==> config.mk <==
export PLATFORM = sky130hd
export DESIGN_NAME = can_rx_bit_sequencer_flat
export DESIGN_NICKNAME = d
export VERILOG_FILES = /design/src/rtl/can_rx_bit_sequencer_if.sv /design/src/rtl/can_rx_bit_sequencer.sv /design/src/flat_wrapper.sv
export SDC_FILE = /design/constraint.sdc
export NUM_CORES = 1
export LEC_CHECK = 0
export ABC_AREA = 1
export BUFFER_PORTS_ARGS = -buffer_cell sky130_fd_sc_hd__clkbuf_2
export CORE_MARGIN = 5
export CORE_UTILIZATION = 53
export DETAILED_ROUTE_END_ITERATION = 8
export GPL_TIMING_DRIVEN = 0
export PLACE_DENSITY = 0.75
export SYNTH_ARGS = -nofsm -noshare
export SYNTH_HDL_FRONTEND = slang
export SYNTH_SLANG_ARGS = --single-unit
==> constraint.sdc <==
create_clock -name clk -period 2.4 [get_ports clk]
set_clock_uncertainty 0.2 [all_clocks]
set_input_delay 0.24 -clock clk [delete_from_list [all_inputs] [get_ports clk]]
set_output_delay 0.24 -clock clk [all_outputs]
set_load 0.01 [all_outputs]
==> src/rtl/can_rx_bit_sequencer_if.sv <==
// CAN receive bit-sequencer port bundle: raw line in, destuffed bit stream and frame events out.
interface can_rx_bit_sequencer_if;
  logic can_rx;
  logic rx_bit;
  logic rx_bit_valid;
  logic sof_pulse;
  logic frame_end;
  logic stuff_err;
  logic bus_idle;

  modport master (output can_rx,
                  input  rx_bit, rx_bit_valid, sof_pulse, frame_end, stuff_err, bus_idle);
  modport slave  (input  can_rx,
                  output rx_bit, rx_bit_valid, sof_pulse, frame_end, stuff_err, bus_idle);
endinterface

==> src/rtl/can_rx_bit_sequencer.sv <==
// CAN RX bit timing, bus integration, hard sync at SOF, destuffing and end-of-frame detection.
// Optional macro CAN_RESYNC_EN: falling edges in RX/TAIL also re-zero the bit phase.
module can_rx_bit_sequencer #(
  parameter int CLK_FREQ_MHZ   = 100,
  parameter int BIT_RATE_KBITS = 1000,
  parameter int SAMPLE_PCT     = 75
) (
  input  logic                    clk,
  input  logic                    rst_n,
  can_rx_bit_sequencer_if.slave   bus
);
  localparam int N  = CLK_FREQ_MHZ * 1000 / BIT_RATE_KBITS;
  localparam int SP = N * SAMPLE_PCT / 100;
  localparam int PW = (N > 1) ? $clog2(N) : 1;
  localparam logic [PW-1:0] PH_MAX = PW'(N - 1);
  localparam logic [PW-1:0] PH_SMP = PW'(SP);

  typedef enum logic [2:0] {INTEGRATE, READY, RX, TAIL, ERROR} state_t;

  state_t          state, state_nxt;
  logic            rx_meta, rxs, rxs_d;
  logic [PW-1:0]   phase, phase_eff, phase_nxt;
  logic [3:0]      cnt, cnt_nxt;
  logic [2:0]      run_cnt, run_cnt_nxt;
  logic            run_val, run_val_nxt;
  logic            rx_bit_q;
  logic            fall, hsync, smp;
  logic            valid, sof, fend, serr;

  always_comb begin
    fall = rxs_d & ~rxs;
`ifdef CAN_RESYNC_EN
    hsync = fall & (state inside {READY, RX, TAIL});
`else
    hsync = fall & (state == READY);
`endif
    // the sync cycle itself counts as phase 0, so the sample lands exactly SP clocks later
    phase_eff = hsync ? '0 : phase;
    phase_nxt = (phase_eff == PH_MAX) ? '0 : phase_eff + 1'b1;
    smp       = (phase_eff == PH_SMP);
  end

  always_comb begin
    state_nxt   = state;
    cnt_nxt     = cnt;
    run_cnt_nxt = run_cnt;
    run_val_nxt = run_val;
    valid       = 1'b0;
    sof         = 1'b0;
    fend        = 1'b0;
    serr        = 1'b0;
    case (state)
      INTEGRATE, ERROR: begin
        if (smp) begin
          if (!rxs)              cnt_nxt = '0;
          else if (cnt == 4'd10) begin cnt_nxt = '0; state_nxt = READY; end
          else                   cnt_nxt = cnt + 4'd1;
        end
      end
      READY: begin
        cnt_nxt = '0;
        if (fall) begin
          sof         = 1'b1;
          run_cnt_nxt = '0;
          state_nxt   = RX;
        end
      end
      RX: begin
        if (smp) begin
          if (run_cnt == 3'd5) begin
            if (rxs != run_val) begin
              run_val_nxt = rxs;
              run_cnt_nxt = 3'd1;
            end else if (!rxs) begin
              serr      = 1'b1;
              cnt_nxt   = '0;
              state_nxt = ERROR;
            end else begin
              // sixth recessive: end of stuffed region, recessive run continues in TAIL
              valid     = 1'b1;
              cnt_nxt   = 4'd6;
              state_nxt = TAIL;
            end
          end else begin
            valid = 1'b1;
            if (run_cnt != '0 && rxs == run_val) run_cnt_nxt = run_cnt + 3'd1;
            else begin
              run_val_nxt = rxs;
              run_cnt_nxt = 3'd1;
            end
          end
        end
      end
      TAIL: begin
        if (smp) begin
          valid = 1'b1;
          if (!rxs)              cnt_nxt = '0;
          else if (cnt == 4'd10) begin cnt_nxt = '0; fend = 1'b1; state_nxt = READY; end
          else                   cnt_nxt = cnt + 4'd1;
        end
      end
      default: state_nxt = INTEGRATE;
    endcase
  end

  always_ff @(posedge clk or negedge rst_n) begin
    if (!rst_n) begin
      rx_meta  <= 1'b1;
      rxs      <= 1'b1;
      rxs_d    <= 1'b1;
      state    <= INTEGRATE;
      phase    <= '0;
      cnt      <= '0;
      run_cnt  <= '0;
      run_val  <= 1'b1;
      rx_bit_q <= 1'b1;
    end else begin
      rx_meta  <= bus.can_rx;
      rxs      <= rx_meta;
      rxs_d    <= rxs;
      state    <= state_nxt;
      phase    <= phase_nxt;
      cnt      <= cnt_nxt;
      run_cnt  <= run_cnt_nxt;
      run_val  <= run_val_nxt;
      if (valid) rx_bit_q <= rxs;
    end
  end

  assign bus.rx_bit       = valid ? rxs : rx_bit_q;
  assign bus.rx_bit_valid = valid;
  assign bus.sof_pulse    = sof;
  assign bus.frame_end    = fend;
  assign bus.stuff_err    = serr;
  assign bus.bus_idle     = (state == READY);
endmodule
==> src/flat_wrapper.sv <==
// flat-port wrapper written by rule: the top's interface ports become plain ports
module can_rx_bit_sequencer_flat 
#(
  parameter int CLK_FREQ_MHZ   = 100,
  parameter int BIT_RATE_KBITS = 1000,
  parameter int SAMPLE_PCT     = 75
)
  (clk, rst_n, bus_can_rx, bus_rx_bit, bus_rx_bit_valid, bus_sof_pulse, bus_frame_end, bus_stuff_err, bus_bus_idle);
  can_rx_bit_sequencer_if bus_i ();
  input  logic clk;
  input  logic rst_n;
  input wire logic [$bits(bus_i.can_rx)-1:0] bus_can_rx;
  output wire logic [$bits(bus_i.rx_bit)-1:0] bus_rx_bit;
  output wire logic [$bits(bus_i.rx_bit_valid)-1:0] bus_rx_bit_valid;
  output wire logic [$bits(bus_i.sof_pulse)-1:0] bus_sof_pulse;
  output wire logic [$bits(bus_i.frame_end)-1:0] bus_frame_end;
  output wire logic [$bits(bus_i.stuff_err)-1:0] bus_stuff_err;
  output wire logic [$bits(bus_i.bus_idle)-1:0] bus_bus_idle;
  assign bus_i.can_rx = bus_can_rx;
  assign bus_rx_bit = bus_i.rx_bit;
  assign bus_rx_bit_valid = bus_i.rx_bit_valid;
  assign bus_sof_pulse = bus_i.sof_pulse;
  assign bus_frame_end = bus_i.frame_end;
  assign bus_stuff_err = bus_i.stuff_err;
  assign bus_bus_idle = bus_i.bus_idle;
  can_rx_bit_sequencer #(.CLK_FREQ_MHZ(CLK_FREQ_MHZ), .BIT_RATE_KBITS(BIT_RATE_KBITS), .SAMPLE_PCT(SAMPLE_PCT)) u_core (.clk(clk), .rst_n(rst_n), .bus(bus_i));
endmodule
==> impl_metrics.ini, run 1 <==
[status]
outcome = finished with violations
violations = negative setup slack

[setup_path]
worstSetupPathType = flip-flop to primary output
cp_slowest_stage_delay_ns = 0.57
cpLargestDelayFamily = simple AND/OR/NAND/NOR gates
cp.arrival_ns = 2.18
worstReg2RegEnd = u_core.cnt[0]
cp.depth = 12
path_buf_inv = 3
end_kind = primary output
crit_slowest_cell = dfstp_2
worstSetupStartpointType = flip-flop
rrSetupSlack_ns = 0.08
crit_chain = nor2_2 -> nand3_4 -> clkinv_4 -> nor2_4 -> ha_4 -> inv_2 -> nor2_2 -> nand3_2 -> nor2_4 -> nand3_2 -> o21ai_2 -> buf_2
r2r_start = u_core.rxs
path_max_fanout = 3
critPathLaunch = u_core.rxs
reg2regPathDepth = 7
worstPathRequired_ns = 1.96

[synthesis]
syn_nets = 196
synthAdderAreaFrac_pct = 7.08
ys_async_sr_fraction_pct = 100
ys_ff_latch = 22
synth.yosys.seq_area_share_pct = 39.4
synth_cell_type_count = 30
synth_compound_area_share_pct = 7.43
yosys_warnings = 0
syn_area_per_cell_um2 = 7.64
yosysMostFrequentCell = nand2_1
yosys.area_share.simple_pct = 34.1
synth_top_area_cell = dfrtp_1
synth_top_family_by_area = simple AND/OR/NAND/NOR gates
synth-xor-area-share_pct = 2.48
yosys_most_used_dff = dfrtp_1
syn_area_mm2 = 0.00141
synth_top_area_share_pct = 30.1
synth_edf_count = 0
muxShareOfSynthArea_pct = 0
synthCells = 185
synth_common_cells = nand2_1, inv_1, dfrtp_1, nor2_1, nand3_1
synth_area_leaders = dfrtp_1, nand2_1, dfstp_2, inv_1, ha_1

[timing]
fin_tns_setup_ns = -0.593
setup_viol_count_final = 4
worst_pin_slew_ns = 0.545
slew_violations = 0
grt_setup_unrepaired = true
hold_viol = 0
fmax_mhz = 381
whs_ns = 0.165
setup_slack_ns = -0.224
relSlewSlack_pct = 63.7
finalCritPeriodShare_pct = 109
period_minus_slack_ns = 2.62

[power]
p_switching_mw = 0.135
seqPwrFrac_pct = 54.9
leakage_nw = 0.881
power_density_mw_per_mm2 = 398
internal_power_mw = 0.551
p_total_mw = 0.686
pwr-share-comb_pct = 3.0
p_sw_share_pct = 19.7
power_frac_clock_pct = 42.1
ir_worst_vdd_uv = 485

[finish]
layout.nets = 223
area_growth_pct = 21.9
antennaDiodeCount = 0
drive_gt1_share_pct = 27.5
post-route-util_pct = 68.4
fin_cells = 241
fin_area_mm2 = 0.00172
n_fill_cell = 208

[floorplan]
die_w_um = 61.7
num_rows = 18
start_util_pct = 56.1
dieArea_mm2 = 0.00380
dieHeight_um = 61.7
io_pins = 9
core_area_mm2 = 0.00252

[route]
wl_per_cell_um = 12.7
drtAntennaViolNets = 0
drt-total-wl_mm = 3.05
viasPerCell = 5.29
drt_iter0_markers = 70
route.detailed.drc = 0
vias = 1274
first_pass_iters = 6

[grt]
grt.total_usage_pct = 18.2
antenna_found_initial = 0
grt_max_degree = 23
grt-ovfl-total = 0
grt_pass1_wl_mm = 5.18
grt_pass1_vias = 1238

[clock_network]
cts_buffer_depth = 2
cts_tree = built
clk_pin_slew_ns = 0.12
cts_inserted_buffers = 3
clkLatencyLatePin_ns = 0.32
cts_sinks = 22
cts_root_buf = clkbuf_4
cts.htree.levels = 1

[placement]
gp_congestion = 0.838
dp_slack_ns = -0.322
dp.cells = 223
port_buffers = 8
place_area_mm2 = 0.00151
dp_hpwl_mm = 2.03

[min_path]
hold_class = flip-flop to flip-flop
hold_end = u_core.rxs
hp-start = u_core.rx_meta
whs_path_depth = 0

[job]
maxCapViolCount = 0
[cell usage in the layout (no fill, tap or decap), drive strengths merged, types with 6 or more instances in the layout]
master | netlist | routed
buf | 1 | 16
clkbuf | 0 | 8
dfrtp | 17 | 17
ha | 8 | 8
inv | 32 | 32
nand2 | 48 | 48
nand3 | 16 | 16
nand4 | 6 | 6
nor2 | 21 | 21
o21ai | 12 | 12
[routing by layer]
metal | vias to the layer above | wire, um | part of all wire (%) | GRT usage [%]
met2 | 30 | 1590 | 52 | 31.8
met1 | 603 | 1300 | 43 | 22.4
li1 | 637 | - | - | -
met5 | - | 0 | 0 | 0
met4 | 0 | 29 | 0.95 | 5.76
met3 | 4 | 133 | 4.4 | 3.77
[cells by family after synthesis]
logic type / count (synthesis)
XOR/XNOR: 4
adder cells (fa/ha/maj): 8
AND/OR/NAND/NOR: 98
buffers and inverters: 34
AO/OA/AOI/OAI: 19
flip-flops: 22
[power by group through the flow]
| stage | clock (mW) | sequential [mW] | combinational [mW] |
|---|---|---|---|
| after floorplan | 0 | 0.384 | 0.00435 |
| after global placement | 0 | 0.385 | 0.0140 |
| after detailed placement | 0 | 0.386 | 0.0142 |
| final | 0.288 | 0.377 | 0.0206 |
| after CTS | 0.296 | 0.377 | 0.0210 |
| after global routing | 0.311 | 0.377 | 0.0235 |
[area by class of cell]
| class | count | area (um2) | area share, % |
|---|---|---|---|
| clock buffers | 3 | 22.5 | 1.31 |
| well taps | 30 | 37.5 | 2.18 |
| clock inverters | 1 | 30.0 | 1.74 |
| flip-flops and latches | 22 | 558 | 32.4 |
| repair buffers | 23 | 164 | 9.51 |
| multi-input cells | 129 | 783 | 45.4 |
| inverters | 33 | 129 | 7.47 |
[registers in the layout, summed over array words and instances, names as in the netlist]
signal,count
u_core.cnt,4
u_core.run_cnt,3
u_core.state,3
u_core.rx_bit_q,1
u_core.rxs_d,1
u_core.rx_meta,1
u_core.phase,7
u_core.rxs,1
u_core.run_val,1
[worst max-delay path by stage]
stage,slack [ns],end
2_1_floorplan,0.004,bus_rx_bit
3_3_place_gp,-0.28,bus_rx_bit
3_5_place_dp,-0.32,bus_rx_bit
4_1_cts,-0.30,bus_rx_bit
5_1_grt,-0.35,bus_rx_bit
6_report,-0.22,bus_rx_bit
[what timing repair did]
item	CTS	global route
setup endpoints to repair	20	11
hold endpoints to repair	18	0
resized for setup	8	8
pin swaps	9	8
hold buffers	2	0
setup buffers	9	4
Note: power is estimated with default switching activity, not from simulation.
==> inputs of run 2 (changes only) <==
--- a/config.mk
+++ b/config.mk
@@ -7,6 +7,7 @@
 export LEC_CHECK = 0
 export ABC_AREA = 1
 export BUFFER_PORTS_ARGS = -buffer_cell sky130_fd_sc_hd__clkbuf_2
+export CORE_ASPECT_RATIO = 1.4
 export CORE_MARGIN = 5
 export CORE_UTILIZATION = 53
 export DETAILED_ROUTE_END_ITERATION = 8
==> impl_metrics.ini, run 2 (synthesized netlist as in run 1, its figures left out) <==
[finish]
regMostFlops = u_core.phase
top_regs = u_core.phase x7, u_core.cnt x4
layout.nets = 226
layout_common_cells = nand2_1, inv_1, dfrtp_1
largest_register_ffs = 7
drive_gt1_share_pct = 30.4
final_common_cell = nand2_1
fin_area_mm2 = 0.00177
area_growth_pct = 25.1
fin_cells = 250
antennaDiodeCount = 0

[floorplan]
start_util_pct = 54.6
die_w_um = 53.7
dieHeight_um = 71.1
core_area_mm2 = 0.00259
io_pins = 9
num_rows = 22
dieArea_mm2 = 0.00382

[setup_path]
cp.arrival_ns = 2.23
end_kind = primary output
worstSetupPathType = flip-flop to primary output
worstPathRequired_ns = 1.96
worstSetupStartpointType = flip-flop
path_max_fanout = 3

[grt]
grt.total_usage_pct = 19.5
grt_max_degree = 23
grt_pass1_wl_mm = 5.53
antenna_found_initial = 0
grt_pass1_vias = 1348
grt-ovfl-total = 0

[power]
power_density_mw_per_mm2 = 342
leakage_nw = 0.890
ir_worst_vdd_uv = 251

[route]
drtAntennaViolNets = 0
drt-total-wl_mm = 3.26
wl_per_cell_um = 13.0
drt_iter0_markers = 25
viasPerCell = 5.19
first_pass_iters = 4
vias = 1298
route.detailed.drc = 0

[timing]
finalCritPeriodShare_pct = 111
setup_viol_count_final = 4
period_minus_slack_ns = 2.67
relSlewSlack_pct = 62.7
setup_slack_ns = -0.265
fmax_mhz = 375
fin_tns_setup_ns = -0.821
hold_viol = 0
grt_setup_unrepaired = true
slew_violations = 0
worst_pin_slew_ns = 0.560

[clock_network]
clkLatencyLatePin_ns = 0.32
cts_root_buf = clkbuf_4
cts_buffer_depth = 2
cts_inserted_buffers = 3
cts_tree = built
cts.htree.levels = 1
cts_sinks = 22
clk_pin_slew_ns = 0.11

[placement]
dp_slack_ns = -0.335
place_area_mm2 = 0.00152
port_buffers = 8
dp.cells = 229
dp_hpwl_mm = 2.32
gp_congestion = 0.803

[status]
violations = negative setup slack
outcome = finished with violations

[job]
maxCapViolCount = 0

[min_path]
hold_class = flip-flop to flip-flop
==> run 2: changes by cell type in the layout (fill, tap and decap cells not counted), moves of 2 or more <==
cell / before / now
buf_2: 2 / 4
buf_4: 13 / 15
inv_4: 0 / 2
inv_1: 29 / 27
==> run 2: metrics by stage <==
stage	util, %	hold WS [ns]	power, mW
after global placement	58.6	0.0445	0.399
after CTS	66.5	0.166	0.610
after floorplan	-	-0.256	0.389
after global routing	68.4	0.173	0.634
final	68.4	0.165	0.605
after detailed placement	58.6	0.0530	0.400
==> run 2: area by class of cell <==
class | count | area, um2
inverters | 33 | 141
multi-input cells | 129 | 805
plain buffers | 1 | 11.3
flip-flops and latches | 22 | 558
fillers | 226 | 818
repair buffers | 25 | 173
well taps | 36 | 45.0
clock buffers | 4 | 36.3
==> run 2: path summary, 6_finish.rpt <==
check | startpoint | end | slack (ns) | cells after the start
max in group asynchronous | rst_n | u_core.state[0] | 1.37 | 2
min | u_core.rx_meta | u_core.rxs | 0.17 | 0
max | u_core.rxs | bus_rx_bit | -0.27 | 13
min reg2reg | u_core.rx_meta | u_core.rxs | 0.17 | 0
min in group asynchronous | rst_n | u_core.state[2] | 0.22 | 2
max reg2reg | u_core.rxs | u_core.phase[5] | 0.10 | 15
==> run 2: worst max-delay path, cell delays in order (launching register included) <==
cell and delay, ns:
dfstp_2 0.55, nor2_2 0.04, nand3_2 0.07, buf_6 0.13
clkinv_8 0.06, nor2_4 0.11, ha_4 0.17, inv_4 0.04
nor2_4 0.08, nand3_2 0.11, nor2_4 0.16, nand3_4 0.09
o21ai_2 0.15, buf_2 0.15
==> run 2: timing repair <==
item / 4_1_cts / 5_1_grt
pin swaps: 9 / 10
buffers inserted: 12 / 3
hold buffers: 2 / 0
hold endpoints to repair: 18 / 0
setup endpoints to repair: 20 / 17
resized for setup: 15 / 11
==> run 2: power by group <==
part / switching (mW) / internal (mW) / total [mW]
Sequential: 0.00103 / 0.375 / 0.376
Combinational: 0.0144 / 0.00615 / 0.0206
Clock: 0.115 / 0.0928 / 0.208
==> run 2: per-layer routing <==
metal  part of all wire [%]  vias to the layer above  global-route usage, %
li1                       -                      646                      -
met1                     36                      612                   18.9
met2                     59                       30                   37.0
met3                    2.4                       10                   2.53
met4                    2.9                        0                   10.8
met5                      0                        -                      0
==> inputs of run 3 (changes only) <==
--- a/config.mk
+++ b/config.mk
@@ -7,7 +7,7 @@
 export LEC_CHECK = 0
 export ABC_AREA = 1
 export BUFFER_PORTS_ARGS = -buffer_cell sky130_fd_sc_hd__clkbuf_2
-export CORE_ASPECT_RATIO = 1.4
+export CORE_ASPECT_RATIO = 2
 export CORE_MARGIN = 5
 export CORE_UTILIZATION = 53
 export DETAILED_ROUTE_END_ITERATION = 8
==> impl_metrics.ini, run 3 (synthesized netlist as in run 1, its figures left out) <==
[timing]
slew_violations = 0
setup_viol_count_final = 4
grt_setup_unrepaired = true
hold_viol = 0
finalCritPeriodShare_pct = 107
period_minus_slack_ns = 2.57
relSlewSlack_pct = 63.2
whs_ns = 0.158
setup_slack_ns = -0.169
worst_pin_slew_ns = 0.551
fmax_mhz = 389

[route]
drtAntennaViolNets = 0
viasPerCell = 5.28
vias = 1294
first_pass_iters = 5
drt_iter0_markers = 11
route.detailed.drc = 0
wl_met1_mm = 1.10
highest_layer = met4
drt-total-wl_mm = 3.31
wl_met2_mm = 2.03
wl_per_cell_um = 13.5
met3_length_um = 78

[clock_network]
cts_sinks = 22
clkLatencyLatePin_ns = 0.26
clk_pin_slew_ns = 0.07
cts_buffer_depth = 2
cts.htree.levels = 1
cts_root_buf = clkbuf_8
cts_inserted_buffers = 3
cts_tree = built

[finish]
multi_input_area_um2 = 830
layout.nets = 229
final_common_cell = nand2_1
post-route-util_pct = 70.6
regMostFlops = u_core.phase
layout_common_cells = nand2_1, inv_1, buf_4
final-seq-area_um2 = 558
largest_register_ffs = 7
n_fill_cell = 200
antennaDiodeCount = 0
top_regs = u_core.phase x7, u_core.cnt x4
drive_gt1_share_pct = 32.7
fin_cells = 245
area_growth_pct = 28.3

[power]
internal_power_mw = 0.501
p_sw_share_pct = 20.8
pwr-share-comb_pct = 3.7
p_total_mw = 0.632
p_switching_mw = 0.131
power_density_mw_per_mm2 = 349
leakage_nw = 0.901
ir_worst_vdd_uv = 284
seqPwrFrac_pct = 59.6
power_frac_clock_pct = 36.7

[setup_path]
cpLargestDelayFamily = simple AND/OR/NAND/NOR gates
critPathLaunch = u_core.rxs
cp_slowest_stage_delay_ns = 0.57
crit_slowest_cell = dfstp_2
r2r_start = u_core.rxs
path_max_fanout = 3
reg2regPathDepth = 16
cp.arrival_ns = 2.13
worstPathRequired_ns = 1.96
path_buf_inv = 3
end_kind = primary output
worstSetupPathType = flip-flop to primary output
crit_chain = nor2_4 -> nand3_4 -> clkinv_4 -> nor2_4 -> ha_4 -> inv_4 -> nor2_4 -> nand3_4 -> nor2_4 -> nand3_4 -> o21ai_2 -> buf_2
cp_common_cell = nor2_4
cp.depth = 12
worstSetupStartpointType = flip-flop

[floorplan]
num_rows = 26
dieArea_mm2 = 0.00386
die_w_um = 46.5
io_pins = 9
core_area_mm2 = 0.00257
dieHeight_um = 83.0
start_util_pct = 55.0

[grt]
grt_pass1_wl_mm = 5.62
grt_max_degree = 23
grt_pass1_vias = 1381
grt-ovfl-total = 0
antenna_found_initial = 0
grt.total_usage_pct = 19.0

[status]
outcome = finished with violations
violations = negative setup slack

[placement]
dp.cells = 221
dp_hpwl_mm = 2.32
gp_congestion = 0.896
port_buffers = 8

[min_path]
whs_path_depth = 0
hold_class = flip-flop to flip-flop
hp-start = u_core.rx_meta

[job]
maxCapViolCount = 0
## run 3: changes by cell type in the layout (fill, tap and decap cells not counted), sizes merged
| cell | previous run | this run |
|---|---|---|
| buf | 20 | 23 |
## run 3: path summary, 6_finish.rpt
path | endpoint | slack, ns
max in group asynchronous | u_core.state[0] | 1.31
min in group asynchronous | u_core.cnt[1] | 0.29
max reg2reg | u_core.state[2] | 0.07
min | u_core.rxs | 0.16
max | bus_rx_bit | -0.17
min reg2reg | u_core.rxs | 0.16
## run 3: per-layer routing
layer	global-route usage, %	vias to the layer above
met2	36.3	23
met5	0	-
met4	9.59	0
met3	2.38	10
met1	17.2	611
li1	-	650
## run 3: area by class of cell
class,count,area share (%)
timing repair buffer,29,11.7
sequential,22,30.8
inverter,33,7.38
clock buffer,4,2.48
tap,28,1.93
multi-input combinational,129,45.7
## run 3: repair_timing
item	CTS	global route
endpoints found under the setup margin	20	13
buffers inserted	9	10
endpoints found under the hold margin	18	0
resized for setup	11	23
pin swaps	9	8
hold buffers	2	0
## run 3: power groups by stage
stage	combinational, mW	sequential [mW]	clock [mW]
detailed placement	0.0147	0.385	0
global route	0.0264	0.377	0.257
global placement	0.0143	0.385	0
CTS	0.0212	0.376	0.242
floorplan	0.00435	0.384	0
finish	0.0234	0.377	0.232
## run 3: stage by stage
stage	setup slack [ns]	setup TNS [ns]	cell area, um2
floorplan	0.00419	0	1430
global placement	-0.294	-1.34	1510
CTS	-0.248	-0.682	1680
detailed placement	-0.342	-2.44	1510
global route	-0.263	-1.15	1810
finish	-0.169	-0.572	1810
